==> src/rtl/ef_apb_master.sv <==
// Single-outstanding APB3 requester: valid/ready command stream in, APB SETUP/ACCESS out, valid/ready response back.
// Optional ACCESS-phase timeout abort is enabled by defining EF_APB_MASTER_TIMEOUT_EN.
module ef_apb_master #(
  parameter int unsigned AW             = 32,
  parameter int unsigned DW             = 32,
  parameter int unsigned TIMEOUT_CYCLES = 256
) (
  input  logic          PCLK,
  input  logic          PRESETn,
  input  logic          cmd_valid,
  output logic          cmd_ready,
  input  logic          cmd_write,
  input  logic [AW-1:0] cmd_addr,
  input  logic [DW-1:0] cmd_wdata,
  output logic          rsp_valid,
  input  logic          rsp_ready,
  output logic [DW-1:0] rsp_rdata,
  output logic          rsp_err,
  output logic          rsp_timeout,
  output logic [AW-1:0] PADDR,
  output logic          PWRITE,
  output logic          PSEL,
  output logic          PENABLE,
  output logic [DW-1:0] PWDATA,
  input  logic [DW-1:0] PRDATA,
  input  logic          PREADY,
  input  logic          PSLVERR
);

  typedef enum logic [1:0] {
    S_IDLE,
    S_SETUP,
    S_ACCESS,
    S_RESP
  } state_t;

  state_t        r_state, w_state_nxt;
  logic [AW-1:0] r_paddr, w_paddr_nxt;
  logic          r_pwrite, w_pwrite_nxt;
  logic          r_psel, w_psel_nxt;
  logic          r_penable, w_penable_nxt;
  logic [DW-1:0] r_pwdata, w_pwdata_nxt;
  logic          r_rsp_valid, w_rsp_valid_nxt;
  logic [DW-1:0] r_rsp_rdata, w_rsp_rdata_nxt;
  logic          r_rsp_err, w_rsp_err_nxt;

`ifdef EF_APB_MASTER_TIMEOUT_EN
  localparam int unsigned WCW = $clog2(TIMEOUT_CYCLES) + 1;
  localparam logic [WCW-1:0] WLIM = WCW'(TIMEOUT_CYCLES - 1);

  logic [WCW-1:0] r_wait, w_wait_nxt;
  logic           r_rsp_timeout, w_rsp_timeout_nxt;

  assign rsp_timeout = r_rsp_timeout;
`else
  assign rsp_timeout = 1'b0;
`endif

  assign cmd_ready = (r_state == S_IDLE) && PRESETn;
  assign PADDR     = r_paddr;
  assign PWRITE    = r_pwrite;
  assign PSEL      = r_psel;
  assign PENABLE   = r_penable;
  assign PWDATA    = r_pwdata;
  assign rsp_valid = r_rsp_valid;
  assign rsp_rdata = r_rsp_rdata;
  assign rsp_err   = r_rsp_err;

  always_comb begin
    w_state_nxt     = r_state;
    w_paddr_nxt     = r_paddr;
    w_pwrite_nxt    = r_pwrite;
    w_psel_nxt      = r_psel;
    w_penable_nxt   = r_penable;
    w_pwdata_nxt    = r_pwdata;
    w_rsp_valid_nxt = r_rsp_valid;
    w_rsp_rdata_nxt = r_rsp_rdata;
    w_rsp_err_nxt   = r_rsp_err;
`ifdef EF_APB_MASTER_TIMEOUT_EN
    w_wait_nxt        = r_wait;
    w_rsp_timeout_nxt = r_rsp_timeout;
`endif
    case (r_state)
      S_IDLE: begin
        if (cmd_valid) begin
          w_paddr_nxt  = cmd_addr;
          w_pwrite_nxt = cmd_write;
          w_pwdata_nxt = cmd_write ? cmd_wdata : '0;
          w_psel_nxt   = 1'b1;
          w_state_nxt  = S_SETUP;
        end
      end
      S_SETUP: begin
        w_penable_nxt = 1'b1;
        w_state_nxt   = S_ACCESS;
      end
      S_ACCESS: begin
        if (PREADY) begin
          w_psel_nxt      = 1'b0;
          w_penable_nxt   = 1'b0;
          w_rsp_rdata_nxt = r_pwrite ? '0 : PRDATA;
          w_rsp_err_nxt   = PSLVERR;
          w_rsp_valid_nxt = 1'b1;
          w_state_nxt     = S_RESP;
`ifdef EF_APB_MASTER_TIMEOUT_EN
          w_rsp_timeout_nxt = 1'b0;
          w_wait_nxt        = '0;
`endif
        end
`ifdef EF_APB_MASTER_TIMEOUT_EN
        // this edge is the TIMEOUT_CYCLES-th wait cycle: abort instead of counting further
        else if (r_wait == WLIM) begin
          w_psel_nxt        = 1'b0;
          w_penable_nxt     = 1'b0;
          w_rsp_rdata_nxt   = '0;
          w_rsp_err_nxt     = 1'b1;
          w_rsp_timeout_nxt = 1'b1;
          w_rsp_valid_nxt   = 1'b1;
          w_wait_nxt        = '0;
          w_state_nxt       = S_RESP;
        end else begin
          w_wait_nxt = r_wait + WCW'(1);
        end
`endif
      end
      S_RESP: begin
        if (rsp_ready) begin
          w_rsp_valid_nxt = 1'b0;
          w_state_nxt     = S_IDLE;
        end
      end
      default: w_state_nxt = S_IDLE;
    endcase
  end

  always_ff @(posedge PCLK) begin
    if (!PRESETn) begin
      r_state     <= S_IDLE;
      r_paddr     <= '0;
      r_pwrite    <= 1'b0;
      r_psel      <= 1'b0;
      r_penable   <= 1'b0;
      r_pwdata    <= '0;
      r_rsp_valid <= 1'b0;
      r_rsp_rdata <= '0;
      r_rsp_err   <= 1'b0;
`ifdef EF_APB_MASTER_TIMEOUT_EN
      r_wait        <= '0;
      r_rsp_timeout <= 1'b0;
`endif
    end else begin
      r_state     <= w_state_nxt;
      r_paddr     <= w_paddr_nxt;
      r_pwrite    <= w_pwrite_nxt;
      r_psel      <= w_psel_nxt;
      r_penable   <= w_penable_nxt;
      r_pwdata    <= w_pwdata_nxt;
      r_rsp_valid <= w_rsp_valid_nxt;
      r_rsp_rdata <= w_rsp_rdata_nxt;
      r_rsp_err   <= w_rsp_err_nxt;
`ifdef EF_APB_MASTER_TIMEOUT_EN
      r_wait        <= w_wait_nxt;
      r_rsp_timeout <= w_rsp_timeout_nxt;
`endif
    end
  end

endmodule

==> config.mk <==
export PLATFORM = sky130hd
export DESIGN_NAME = ef_apb_master
export DESIGN_NICKNAME = d
export VERILOG_FILES = /design/src/rtl/ef_apb_master.sv
export SDC_FILE = /design/constraint.sdc
export NUM_CORES = 1
export LEC_CHECK = 0
export CORE_UTILIZATION = 30
export CTS_BUF_LIST = sky130_fd_sc_hd__clkbuf_8
export CTS_CLUSTER_DIAMETER = 30
export DETAILED_ROUTE_END_ITERATION = 10
export PLACE_DENSITY = 0.74
export SLEW_MARGIN = 20
export SYNTH_ARGS = -nofsm -noshare
export SYNTH_HDL_FRONTEND = slang
export SYNTH_SLANG_ARGS = --single-unit
==> constraint.sdc <==
create_clock -name PCLK -period 1.7 [get_ports PCLK]
set_clock_uncertainty 0.2 [all_clocks]
set_input_delay 0.255 -clock PCLK [delete_from_list [all_inputs] [get_ports PCLK]]
set_output_delay 0.255 -clock PCLK [all_outputs]
set_load 0.1 [all_outputs]
==> flow_metrics.py, run 1 <==
metrics = {
    "critical_path": {
        "critPathArrivalTime_ns": 1.24,
        "max_stage_delay_ns": 0.36,
        "startpoint_type": "flop",
        "path_cells": "inv_4, ha_4, and2_4, buf_12",
        "crit_path_max_fanout": 4,
        "regToRegSetupSlack_ns": 0.06,
        "end_kind": "primary output",
        "crit_required_ns": 1.24,
        "critPathSlowestCell": "dfxtp_2",
        "critPathKind": "flop to primary output",
    },
    "cts": {
        "numCtsBuffers": 9,
        "cts_tree": "yes",
        "root_buffer": "clkbuf_8",
        "clock-sinks": 103,
        "clockBufferDepth": 2,
        "cts_max_level": 3,
        "postCtsHoldBufs": 0,
        "clk_pin_slew_ns": 0.09,
        "clock_latency_ns": 0.37,
    },
    "power": {
        "seq_power_share_pct": 28.9,
        "clkPwrFrac_pct": 15.9,
        "power.internal_uw": 5970,
        "ir_worst_vdd_mv": 0.754,
        "power.leakage_uw": 0.00281,
        "combPwrFrac_pct": 55.2,
        "powerDensity_nw_per_um2": 1450,
        "sw_frac_of_total_pct": 46.0,
        "power.switching_uw": 5080,
    },
    "detailed_routing": {
        "drtIter0Drc": 209,
        "drc": 0,
        "vias": 4169,
        "drt-total-wl_microns": 13100,
        "via_per_inst": 4.88,
        "final_antenna_net_count": 0,
        "drt_first_pass_iters": 4,
        "detail_route.wl_per_cell_microns": 15.4,
    },
    "synth": {
        "ys_warn_count": 0,
        "synth.top_cell.area_share_pct": 51.3,
        "synth-seq-area-share_pct": 51.3,
        "yosysTopAreaCell": "dfxtp_1",
        "synth_ff_type": "dfxtp_1",
        "async_flop_share_pct": 0,
        "synth_cells": 480,
        "syn_area_sq_um": 4020,
        "syn-num-nets": 589,
        "synth.avg_cell_area_sq_um": 8.37,
        "ys_ff_latch": 103,
        "synth_edf_count": 0,
        "netlist_top_cells_area": "dfxtp_1, nand2_1, a21oi_1",
        "synth_cell_type_count": 29,
    },
    "placement": {
        "post-dp-hpwl_microns": 9830,
        "place_congestion": 0.782,
        "port_buffers": 204,
    },
    "sta": {
        "hold_slack_ns": 0.219,
        "finalSetupViolations": 0,
        "max_freq_mhz": 591,
        "rsz0062_at_grt": "yes",
        "slew_viol_final": 0,
        "hold_viol_final": 0,
        "finalCritPeriodShare_pct": 99.5,
        "layout_min_cycle_time_ns": 1.69,
    },
    "floorplan": {
        "fp.dieH_microns": 118,
        "dieArea_sq_um": 13900,
        "die_w_microns": 118,
        "io_pins": 206,
        "rows": 41,
        "core_area_sq_um": 12800,
        "start_util_pct": 31.3,
    },
    "global_routing": {
        "overflow": 0,
        "grt_pass1_vias": 4184,
        "grt_max_degree": 39,
        "antenna_found_initial": 0,
        "grt_pass1_wl_microns": 20900,
        "grt_use_total_pct": 18.8,
    },
    "layout": {
        "multiInputGateArea_sq_um": 1710,
        "finalCoreUtilization_pct": 59.4,
        "antenna-diode-count": 0,
        "area_delta_synth_final_pct": 89.7,
        "nFillCells": 1081,
        "seq_area_sq_um": 2070,
        "nets": 787,
        "drive_above_1_share_pct": 23.4,
    },
    "run": {
        "maxCapViolCount": 0,
    },
    "min_path": {
        "hold_class": "input port to flop",
    },
    "status": {
        "status": "finished clean",
    },
}
## cell type report
type	count	area share, %
Clock buffer	11	1.99
Clock inverter	5	1.05
Inverter	5	0.312
Multi-Input combinational cell	329	22.4
Sequential cell	103	27.1
Tap cell	172	2.82
Timing Repair Buffer	230	44.3
## sequential cells by signal, summed over array words and instances (netlist names)
register,cells
PWDATA,32
PENABLE,1
PWRITE,1
rsp_valid,1
r_state,2
PSEL,1
rsp_err,1
rsp_rdata,32
PADDR,32
## layer usage
metal | part of all wire [%] | vias up | global-route usage [%]
met3 | 9.2 | 21 | 7.56
li1 | - | 2016 | -
met5 | 0 | - | 0
met1 | 37 | 1942 | 19.8
met2 | 52 | 190 | 33.3
met4 | 2.0 | 0 | 6.73
## critical path, delay by kind of cell, from the launching register on
kind / cells / cell delay [ns]
buffers and inverters: 2 / 0.21
DFF: 1 / 0.36
adders and majority gates: 1 / 0.15
and+or+nand+nor: 1 / 0.14
## power groups by stage
stage                     logic, uW  clock network [uW]  registers, uW
after floorplan                1460                   0           5410
after global placement         5820                   0           3210
after detailed placement       5910                   0           3240
after CTS                      6000                1810           3190
after global routing           6360                1910           3240
final                          6100                1760           3190
## per-stage QoR
step / setup TNS [ns] / power, uW / cell area [sq um] / worst slack, ns / cells
finish: 0 / 11000 / 7620 / 0.00804 / 855
CTS: -0.0282 / 11000 / 7570 / -0.0282 / 852
global route: -0.0528 / 11500 / 7620 / -0.0528 / 855
global placement: 0 / 9030 / 7300 / 0.0186 / 834
floorplan: 0 / 6870 / 4020 / 0.0553 / 480
detailed placement: -0.861 / 9160 / 7300 / -0.0553 / 834
## layout by cell type, fill, tap and decap left out, types with 2 or more instances in the layout
cell,netlist,final
inv_4,0,2
or2_2,2,2
buf_4,6,16
nand2_1,138,137
clkdlybuf4s50_1,0,102
a21oi_1,100,100
mux2i_1,2,2
nand4b_1,32,32
ha_1,6,4
dfxtp_2,0,2
nor2_1,2,2
buf_12,1,110
clkbuf_8,0,11
dfxtp_1,103,100
nand3_1,34,34
and2_4,1,2
bufinv_16,0,2
inv_1,5,3
## synthesized netlist by cell type, types with 2 or more instances
library cell / instances
nand3_1: 34
inv_1: 5
buf_2: 19
nand2_1: 138
dfxtp_1: 103
or2_2: 2
buf_8: 2
buf_6: 2
clkbuf_1: 10
a21oi_1: 100
nor2_1: 2
nand4b_1: 32
buf_1: 4
ha_1: 6
mux2i_1: 2
buf_4: 6
## timing repair
action / 4_1_cts / 5_1_grt
gates resized for setup: 9 / 4
setup endpoints to repair: 45 / 6
gates cloned: 0 / 2
pin swaps: 1 / 0
buffers inserted: 2 / 1
## worst paths after layout
kind                               from                    endpoint  cells past startpoint
max             r_state[0]$_SDFFE_PN0P_                   cmd_ready                      4
min                        cmd_addr[18]      PADDR[18]$_SDFFE_PN0P_                      3
max reg2reg     r_state[0]$_SDFFE_PN0P_     r_state[0]$_SDFFE_PN0P_                      6
min reg2reg  rsp_rdata[24]$_SDFFE_PN0P_  rsp_rdata[24]$_SDFFE_PN0P_                      2
## cell families after synthesis
| family | after synthesis | synth area share [%] |
|---|---|---|
| AND/OR/NAND/NOR | 214 | 25.6 |
| other | 1 | 0.0933 |
| buffers and inverters | 49 | 7.07 |
| adder cells (fa/ha/maj) | 6 | 1.87 |
| multiplexers | 3 | 0.778 |
| flip-flops | 103 | 51.3 |
| AO/OA/AOI/OAI | 104 | 13.3 |
Power figures use the tool's default switching activity.
==> run 2: changes to the inputs <==
Settings changed: ABC_CLOCK_PERIOD_IN_PS set to 1700.
==> results of run 2 <==
No change in the layout: final DEF, timing and power equal those of run 1.
==> run 3: changes to the inputs <==
Settings changed: CORE_MARGIN set to 2, CORE_UTILIZATION 30 to 41, CTS_CLUSTER_DIAMETER 30 to not set, PLACE_DENSITY 0.74 to 0.93.
==> run 3 against run 2 <==
Against the previous run:
- wire length rose by 8.2%
- total power fell by 2.9%
- clock power fell by 21%
- die area fell by 23%
- maximum frequency barely moved
- sequential cell count did not move
- setup slack improved by 0.00054 ns
- first-iteration DRC count fell by 12%
- hold slack improved by 0.0071 ns
- critical path type unchanged
==> flow_metrics.py, run 3 (same netlist as run 1, synthesis figures left out) <==
metrics = {
    "global_routing": {
        "grt_pass1_wl_microns": 21300,
        "overflow": 0,
        "grt_pass1_vias": 4368,
        "grt_use_total_pct": 26.1,
        "antenna_found_initial": 0,
        "grt_max_degree": 46,
    },
    "power": {
        "power.leakage_uw": 0.00277,
        "power_uw": 10700,
        "powerDensity_nw_per_um2": 1430,
        "ir_worst_vdd_mv": 1.11,
    },
    "cts": {
        "cts_max_level": 3,
        "root_buffer": "clkbuf_8",
        "clock_latency_ns": 0.36,
        "postCtsHoldBufs": 0,
        "clk_pin_slew_ns": 0.09,
        "clockBufferDepth": 2,
        "clock-sinks": 103,
        "numCtsBuffers": 9,
        "cts_tree": "yes",
    },
    "placement": {
        "place_congestion": 0.776,
        "placed_cells": 793,
        "port_buffers": 204,
        "post-dp-hpwl_microns": 10700,
        "pre_cts_slack_ns": -0.109,
        "placed_area_sq_um": 7210,
    },
    "sta": {
        "setup_slack_ns": 0.00858,
        "tns_ns": 0,
        "finalSetupViolations": 0,
        "layout_min_cycle_time_ns": 1.69,
        "hold_viol_final": 0,
        "finalCritPeriodShare_pct": 99.5,
        "rsz0062_at_grt": "yes",
        "slew_viol_final": 0,
        "max_freq_mhz": 591,
    },
    "critical_path": {
        "max_stage_delay_ns": 0.36,
        "crit_required_ns": 1.24,
        "end_kind": "primary output",
        "cp.buffers_inverters": 2,
        "critPathArrivalTime_ns": 1.24,
        "startpoint_type": "flop",
        "critPathSlowestCell": "dfxtp_4",
        "path_cells": "inv_4, ha_4, and2_4, buf_12",
        "crit_family": "flip-flops",
        "critPathKind": "flop to primary output",
        "crit_path_max_fanout": 4,
    },
    "layout": {
        "final_common_cell": "nand2_1",
        "drive_above_1_share_pct": 23.3,
        "nets": 786,
        "multiInputGateArea_sq_um": 1710,
        "finish.instance_area_sq_um": 7490,
        "nFillCells": 610,
        "seq_area_sq_um": 2070,
        "layout.cells.non_filler": 814,
        "mostFrequentLayoutCells": "nand2_1, buf_12, clkdlybuf4s50_1",
        "area_delta_synth_final_pct": 86.3,
        "antenna-diode-count": 0,
    },
    "detailed_routing": {
        "via_per_inst": 5.27,
        "detail_route.wl_per_cell_microns": 17.5,
        "drt_first_pass_iters": 6,
        "final_antenna_net_count": 0,
        "drtIter0Drc": 183,
        "drc": 0,
        "drt-total-wl_microns": 14200,
        "vias": 4288,
    },
    "floorplan": {
        "fp.dieH_microns": 103,
        "dieArea_sq_um": 10600,
        "die_w_microns": 103,
        "io_pins": 206,
        "core_area_sq_um": 9640,
        "start_util_pct": 41.7,
        "rows": 36,
    },
    "run": {
        "maxCapViolCount": 0,
    },
    "status": {
        "status": "finished clean",
    },
    "min_path": {
        "hold_class": "input port to flop",
    },
}
[run 3: stage by stage]
step	hold slack [ns]	util, %
2_1_floorplan	0.191	-
3_3_place_gp	0.276	74.8
3_5_place_dp	0.282	74.8
4_1_cts	0.207	77.0
5_1_grt	0.229	77.7
6_report	0.226	77.7
[run 3: cell type report]
cell class | instances | area share, %
well taps | 133 | 2.22
clock inverters | 5 | 0.351
repair buffers | 229 | 44.8
multi-input cells | 329 | 22.8
inverters | 5 | 0.318
clock buffers | 10 | 1.84
flip-flops and latches | 103 | 27.6
[run 3: report_power, final]
part | switching [uW] | internal [uW]
logic | 3860 | 2280
clock network | 835 | 553
registers | 416 | 2780
total | 5110 | 5620
[run 3: path summary, 6_finish.rpt]
kind	cells after the start	to	from	slack [ns]
worst min register to register	2	rsp_rdata[12]$_SDFFE_PN0P_	rsp_rdata[12]$_SDFFE_PN0P_	0.30
worst max-delay path	4	cmd_ready	r_state[0]$_SDFFE_PN0P_	0.009
worst max register to register	4	PENABLE$_SDFFE_PN0P_	r_state[1]$_SDFFE_PN0P_	0.03
worst min-delay path	3	PADDR[12]$_SDFFE_PN0P_	cmd_addr[12]	0.23
[run 3: tightest hold or removal path, delay by kind of cell]
| family | cells | cell delay, ns |
|---|---|---|
| compound gates | 1 | 0.05 |
| simple gates | 1 | 0.05 |
| buf+inv | 1 | 0.39 |
[run 3: repair_timing]
| action | in CTS | in global routing |
|---|---|---|
| cloned | 0 | 2 |
| pin swaps | 1 | 0 |
| setup buffers | 3 | 1 |
| resized for setup | 9 | 7 |
| endpoints found under the setup margin | 47 | 17 |
[run 3: metal layers]
layer / vias up / routed length [microns] / global-route usage (%)
met2: 215 / 7810 / 47.3
met3: 48 / 1060 / 8.14
li1: 2009 / - / -
met1: 2016 / 4830 / 27.0
met4: 0 / 540 / 13.3
met5: - / 0 / 0
